[src/rtl/serial_adder_ctrl.sv]
// Bit-serial adder: one shared full-adder cell (two half adders plus an OR) walks WIDTH bits, one per clock.
// Define SERIAL_ADDER_SUB_EN to add the sub port for a-b with a no-borrow carry.

module half_adder (
    input  logic x,
    input  logic y,
    output logic s,
    output logic c
);
    assign s = x ^ y;
    assign c = x & y;
endmodule

module serial_adder_ctrl #(
    parameter int WIDTH = 8
) (
    input  logic             clk,
    input  logic             rst,
    input  logic             start,
    input  logic [WIDTH-1:0] a,
    input  logic [WIDTH-1:0] b,
`ifdef SERIAL_ADDER_SUB_EN
    input  logic             sub,
`endif
    output logic [WIDTH-1:0] sum,
    output logic             carry,
    output logic             busy,
    output logic             done
);
    // One extra bit so the counter can reach WIDTH-1 without wrapping, even for WIDTH=1.
    localparam int CW = $clog2(WIDTH) + 1;

    typedef enum logic [1:0] {IDLE, RUN, DONE} state_t;

    state_t           state_q, state_d;
    logic [WIDTH-1:0] a_sh_q, a_sh_d;
    logic [WIDTH-1:0] b_sh_q, b_sh_d;
    logic [WIDTH-1:0] sum_sh_q, sum_sh_d;
    logic [CW-1:0]    cnt_q, cnt_d;
    logic             cy_q, cy_d;
    logic [WIDTH-1:0] sum_q, sum_d;
    logic             carry_q, carry_d;
    logic             b_bit, s0, c0, cell_s, c1, cell_c;
    logic [WIDTH:0]   sum_shift;

`ifdef SERIAL_ADDER_SUB_EN
    logic sub_q, sub_d;
    assign b_bit = b_sh_q[0] ^ sub_q;
`else
    assign b_bit = b_sh_q[0];
`endif

    half_adder u_ha0 (.x(a_sh_q[0]), .y(b_bit), .s(s0), .c(c0));
    half_adder u_ha1 (.x(s0), .y(cy_q), .s(cell_s), .c(c1));
    assign cell_c = c0 | c1;

    // New sum bit enters at the MSB; the wide temp keeps the slice legal when WIDTH=1.
    assign sum_shift = {cell_s, sum_sh_q};

    // NOTE: every signal written here gets its default first, so no path can infer a latch.
    always_comb begin
        state_d  = state_q;
        a_sh_d   = a_sh_q;
        b_sh_d   = b_sh_q;
        sum_sh_d = sum_sh_q;
        cnt_d    = cnt_q;
        cy_d     = cy_q;
        sum_d    = sum_q;
        carry_d  = carry_q;
`ifdef SERIAL_ADDER_SUB_EN
        sub_d    = sub_q;
`endif
        unique case (state_q)
            IDLE: begin
                if (start) begin
                    a_sh_d = a;
                    b_sh_d = b;
                    cnt_d  = '0;
`ifdef SERIAL_ADDER_SUB_EN
                    sub_d  = sub;
                    cy_d   = sub;
`else
                    cy_d   = 1'b0;
`endif
                    state_d = RUN;
                end
            end
            RUN: begin
                sum_sh_d = sum_shift[WIDTH:1];
                cy_d     = cell_c;
                a_sh_d   = a_sh_q >> 1;
                b_sh_d   = b_sh_q >> 1;
                cnt_d    = cnt_q + CW'(1);
                if (cnt_q == CW'(WIDTH - 1)) begin
                    sum_d   = sum_shift[WIDTH:1];
                    carry_d = cell_c;
                    state_d = DONE;
                end
            end
            DONE:    state_d = IDLE;
            default: state_d = IDLE;
        endcase
    end

    // NOTE: state registers use non-blocking assignments so all flops update from pre-edge values.
    always_ff @(posedge clk or posedge rst) begin
        if (rst) begin
            state_q  <= IDLE;
            a_sh_q   <= '0;
            b_sh_q   <= '0;
            sum_sh_q <= '0;
            cnt_q    <= '0;
            cy_q     <= 1'b0;
            sum_q    <= '0;
            carry_q  <= 1'b0;
`ifdef SERIAL_ADDER_SUB_EN
            sub_q    <= 1'b0;
`endif
        end else begin
            state_q  <= state_d;
            a_sh_q   <= a_sh_d;
            b_sh_q   <= b_sh_d;
            sum_sh_q <= sum_sh_d;
            cnt_q    <= cnt_d;
            cy_q     <= cy_d;
            sum_q    <= sum_d;
            carry_q  <= carry_d;
`ifdef SERIAL_ADDER_SUB_EN
            sub_q    <= sub_d;
`endif
        end
    end

    assign sum   = sum_q;
    assign carry = carry_q;
    assign busy  = (state_q != IDLE);
    assign done  = (state_q == DONE);

endmodule

[config.mk]
export PLATFORM = sky130hd
export DESIGN_NAME = serial_adder_ctrl
export DESIGN_NICKNAME = d
export VERILOG_FILES = /design/src/rtl/serial_adder_ctrl.sv
export SDC_FILE = /design/constraint.sdc
export NUM_CORES = 1
export LEC_CHECK = 0
export CAP_MARGIN = 40
export CORE_ASPECT_RATIO = 0.9
export CORE_MARGIN = 8
export CORE_UTILIZATION = 51
export DETAILED_ROUTE_END_ITERATION = 10
export PLACE_DENSITY = 0.78
export SYNTH_ARGS = -nofsm -noshare
export SYNTH_HDL_FRONTEND = slang
export SYNTH_SLANG_ARGS = --single-unit
export TNS_END_PERCENT = 30
[constraint.sdc]
create_clock -name clk -period 1.8 [get_ports clk]
set_input_delay 0.27 -clock clk [delete_from_list [all_inputs] [get_ports clk]]
set_output_delay 0.27 -clock clk [all_outputs]
set_load 0.01 [all_outputs]
== Word-level counts from Yosys, hierarchy flattened ==
Cells that the tools add are included.

* Eq/ne operators: 5
* Add/sub/neg operators: 1
* Mux-type cells: 11
* Bitwise logic cells: 5
* Reduce and logical (&&, ||, !) cells: 6

{| class="wikitable"
|+ Operators with widths
! cell !! number
|-
| $pmux W8 S2 || 2
|-
| $mux W8 || 2
|-
| $pmux W4 S2 || 1
|-
| $reduce_and A2 Y1 || 3
|-
| $add A4 B1 Y4 const B || 1
|-
| $eq A4 B3 Y1 const B || 1
|-
| $mux W2 || 2
|-
| $mux W4 || 1
|-
| $ne A2 B2 Y1 const B || 2
|-
| $pmux W2 S2 || 1
|-
| $reduce_bool A2 Y1 || 2
|-
| $and A1 B1 Y1 || 2
|-
| $eq A2 B1 Y1 const B || 1
|-
| $eq A2 B2 Y1 const B || 1
|-
| $logic_not A2 Y1 || 1
|-
| $pmux W1 S2 || 1
|-
| $xor A1 B1 Y1 || 2
|-
| $mux W1 || 1
|-
| $or A1 B1 Y1 || 1
|}

* Output and inout bits: 11
* Word-level logic and storage cells: 36
* Register bits: 40

== Logic depth before layout (Yosys ltp) ==
* Depth in word-level cells: 4
* Mapped depth: 5
* Depth with buffers taken out: 4

== Cells and area by module ==
A second synthesis with hierarchy kept.

* Cell total of the unflattened synthesis: 155
* Area total of the unflattened synthesis: 1685.4 um^2

{| class="wikitable"
|+ By module, submodules not included
! module !! cells each !! area an instance (um^2) !! times used !! seq. area each (um^2)
|-
| serial_adder_ctrl || 153 || 1660.3 || 1 || 975.9
|-
| half_adder || 1 || 12.5 || 2 || 0.0
|}

== Worst setup path after synthesis ==
OpenSTA, ideal clock, no wires.

* Path type: register to register
* From: reg cnt_q[0]
* To: reg carry_q, in the netlist carry
* Arrival: 1355 ps
* Setup slack: 320 ps
* Clock period less this slack: 1480 ps
* Stages on the path, launching flop included: 5
* Required time: 1675 ps
* Cells stage by stage: dfrtp_1 -> ha_1 -> nand2_1 -> nor3_4 -> mux2_2

* Word-level cells in the longest chain between the ends: 2

{| class="wikitable"
|+ RTL lines
! item !! line !! RTL
|-
| start: declaration || 39 || <nowiki>logic [CW-1:0] cnt_q, cnt_d;</nowiki>
|-
| start signal: assignment || 124 || <nowiki>cnt_q <= cnt_d;</nowiki>
|-
| $eq A4 B3 Y1 || 94 || <nowiki>if (cnt_q == CW'(WIDTH - 1)) begin</nowiki>
|-
| $reduce_and A2 Y1 (no line) || n/a ||
|-
| end signal: assignment || 127 || <nowiki>carry_q <= carry_d;</nowiki>
|-
| end: declaration || 42 || <nowiki>logic carry_q, carry_d;</nowiki>
|}

No other way between the ends.
A chain may end at the register's enable or synchronous reset.

== Worst setup path in the final report ==
* From: reg state_q[0]
* To: reg cy_q

* Word-level cells in the longest chain between the ends: 3

{| class="wikitable"
|+ RTL lines
! item !! line !! RTL
|-
| start: declaration || 35 || <nowiki>state_t state_q, state_d;</nowiki>
|-
| start signal: assignment || 120 || <nowiki>state_q <= state_d;</nowiki>
|-
| $eq A2 B1 Y1 / $logic_not A2 Y1 (equally long branches) || 73 || <nowiki>unique case (state_q)</nowiki>
|-
| $reduce_bool A2 Y1 (no line) / $ne A2 B2 Y1 (equally long branches) || n/a ||
|-
| $reduce_and A2 Y1 (no line) || n/a ||
|-
| end signal: assignment || 125 || <nowiki>cy_q <= cy_d;</nowiki>
|-
| end: declaration || 40 || <nowiki>logic cy_q, cy_d;</nowiki>
|}

Several ways; a longest one is shown, not always the timed one.

==> flow_summary.ini <==
[run_status]
status = finished clean

[floorplanning]
die_y_microns = 70.4
boundaryPins = 30
die_w_microns = 76.4
coreArea_sq_um = 3090
start_util_pct = 54.2
std_cell_rows = 19
die_area_sq_um = 5370

[sta]
setup_tns_ns = 0
min_period_ns = 1.64
setup_viol = 0
clock.fmax_ghz = 0.610
period_share_pct = 91.0
maxSlewViolCount = 0
finalHoldViolations = 0
rsz0062_at_grt = no
fin_skew_ns = 0.00915
worst_pin_slew_ns = 0.639
relSlewSlack_pct = 57.3

[clock_tree]
cts_hold_buf = 0
cts_tree = yes
root_buffer = clkbuf_4
cts.sinks = 39
cts.clk_slew.worst_paths_ns = 0.11
cts_buffers = 5
clk_latency_ns = 0.34
h-tree-depth = 2
clockBufferDepth = 2

[critical_path]
reg2reg_slack_ns = 0.16
endpoint_kind = flip-flop
r2r_cells = 4
start_kind = flip-flop
path_class = reg2reg
r2r-end = cy_q
required_ns = 2.09
crit_fanout = 15
arrival_ns = 1.92
r2r-start = state_q[0]

[routing]
drtAntennaViolNets = 0
vias = 1237
post_drt_wl_per_cell_microns = 14.8
drt_iter0_markers = 98
wirelength_microns = 3490
drt-vias-per-instance = 5.26
drcViolationCount = 0
firstDrtPassIters = 4

[synthesis]
synth.avg_cell_area_sq_um = 10.9
synth_compound_area_share_pct = 14.4
ys_ff_latch = 39
synth.mux.area_fraction_pct = 6.65
synth_warnings = 0
syn_nets = 174
synth-simple-area-share_pct = 15.0
synth-xor-area-share_pct = 0
synthAdderAreaFrac_pct = 1.94
synth_cell_types = 26
syn_inst = 153
ys_seq_area_share_pct = 58.3
synth_area_sq_um = 1670
synth_top_family_by_area = simple AND/OR/NAND/NOR gates

[pwr]
power_mw = 3.47
power_frac_comb_pct = 40.0
switching_power_mw = 1.21
vdd_drop_max_mv = 1.01
p_int_mw = 2.26
leakage_nw = 1.01
swShare_pct = 34.8
p_per_area_nw_per_um2 = 1600
seqPwrFrac_pct = 42.5
clkPwrFrac_pct = 17.5

[cells_and_area]
final_cell_mix = nand2_1 (37), dfrtp_1 (37), clkdlybuf4s50_1 (27)
drive_gt1_share_pct = 18.7
stdcell_area_sq_um = 2160
antennaDiodeCount = 0
fin_nets = 213
area_delta_synth_final_pct = 29.1

[global_routing]
grt_use_total_pct = 14.0
grt_pass1_wl_microns = 6070
antenna_found_initial = 0
grt_max_degree = 40
grt_pass1_vias = 1344
grt_overflow_total = 0

[flow_run]
max_cap_violations = 0

[placed_design]
numPortBuffers = 29
place.gp.congestion = 0.767
hpwl_microns = 2510
placed_area_sq_um = 2030

[hold_path]
hold_class = in2async
Yosys cell counts:
master,n,share of area [%]
dfrtp_1,39,58
nand2_1,37,8.3
o21ai_0,15,4.5
a22oi_1,10,4.5
mux2_2,9,6.1
a21oi_1,6,1.8
and3b_1,5,2.6
buf_2,4,1.2
clkbuf_1,4,0.90
a22o_1,3,1.6
nor2b_1,3,1.1
a32o_1,2,1.2
inv_1,2,0.45
nor2_1,2,0.45
and2_1,1,0.37
buf_4,1,0.45
buf_6,1,0.67
fa_1,1,1.2
ha_1,1,0.75
mux2i_1,1,0.60
nand2b_1,1,0.37
nand2b_2,1,0.52
nand3_1,1,0.30
nor3_4,1,0.97
o21bai_1,1,0.45
o31ai_1,1,0.45
through the flow:
stage / hold WS, ns / std cells / utilization, % / setup slack, ns
finish: 0.346 / 235 / 69.9 / 0.161
global route: 0.377 / 235 / 69.9 / 0.0744
CTS: 0.353 / 235 / 69.8 / 0.0221
detailed placement: 0.466 / 223 / 65.7 / 0.0472
global placement: 0.453 / 223 / 65.7 / 0.130
floorplan: 0.432 / 153 / - / 0.320
area by class of cell:
cell class                 count  area (sq um)
fill                         245           930
inverter                       2          7.51
sequential                    39           978
clock inverter                 2          35.0
clock buffer                   6          51.3
tap                           42          52.6
timing repair buffer          42           389
multi-input combinational    102           647
routing by layer:
layer / wire length [microns] / vias up / GRT usage, %
met4: 38 / 0 / 5.97
li1: - / 607 / -
met5: 0 / - / 0
met1: 1450 / 603 / 14.5
met2: 1850 / 22 / 25.1
met3: 150 / 5 / 4.99
kinds of logic (layout without fill, tap and decap cells):
family                     count (synthesis)  in the layout
AOI/OAI and AO/OA                         38             38
DFF                                       39             39
and+or+nand+nor                           52             52
adders and majority gates                  2              2
muxes                                     10             10
buffers and inverters                     12             52
critical path, stage by stage, from the launching register on:
cell     delay, ns
dfrtp_2       0.43
buf_4         0.16
buf_4         0.20
nor2b_1       0.55
a22o_1        0.23
flip-flops by register name, summed over array words and instances, names as in the netlist:
register	flops
a_sh_q	8
state_q	2
sum_sh_q	7
cy_q	1
sum	8
b_sh_q	8
cnt_q	4
carry	1
power groups by stage:
stage	logic, mW	clock network, mW	registers (mW)
floorplan	0.890	0	1.45
global placement	1.25	0	1.49
detailed placement	1.31	0	1.51
CTS	1.40	0.623	1.48
global route	1.54	0.666	1.53
finish	1.39	0.606	1.47
worst max-delay path by stage:
stage	endpoint	slack (ns)	from
after floorplan	carry	0.32	cnt_q[0]
after global placement	cnt_q[1]	0.13	state_q[0]
after detailed placement	a_sh_q[3]	0.05	start
after CTS	busy	0.02	state_q[1]
after global routing	cnt_q[1]	0.07	state_q[0]
final	cy_q	0.16	state_q[0]
repair_timing:
item / 4_1_cts / 5_1_grt
pin swaps: 0 / 0
gates resized for setup: 5 / 2
gates cloned: 0 / 0
buffers inserted: 4 / 0
endpoints found under the setup margin: 2 / 9
Power figures use the tool's default switching activity.
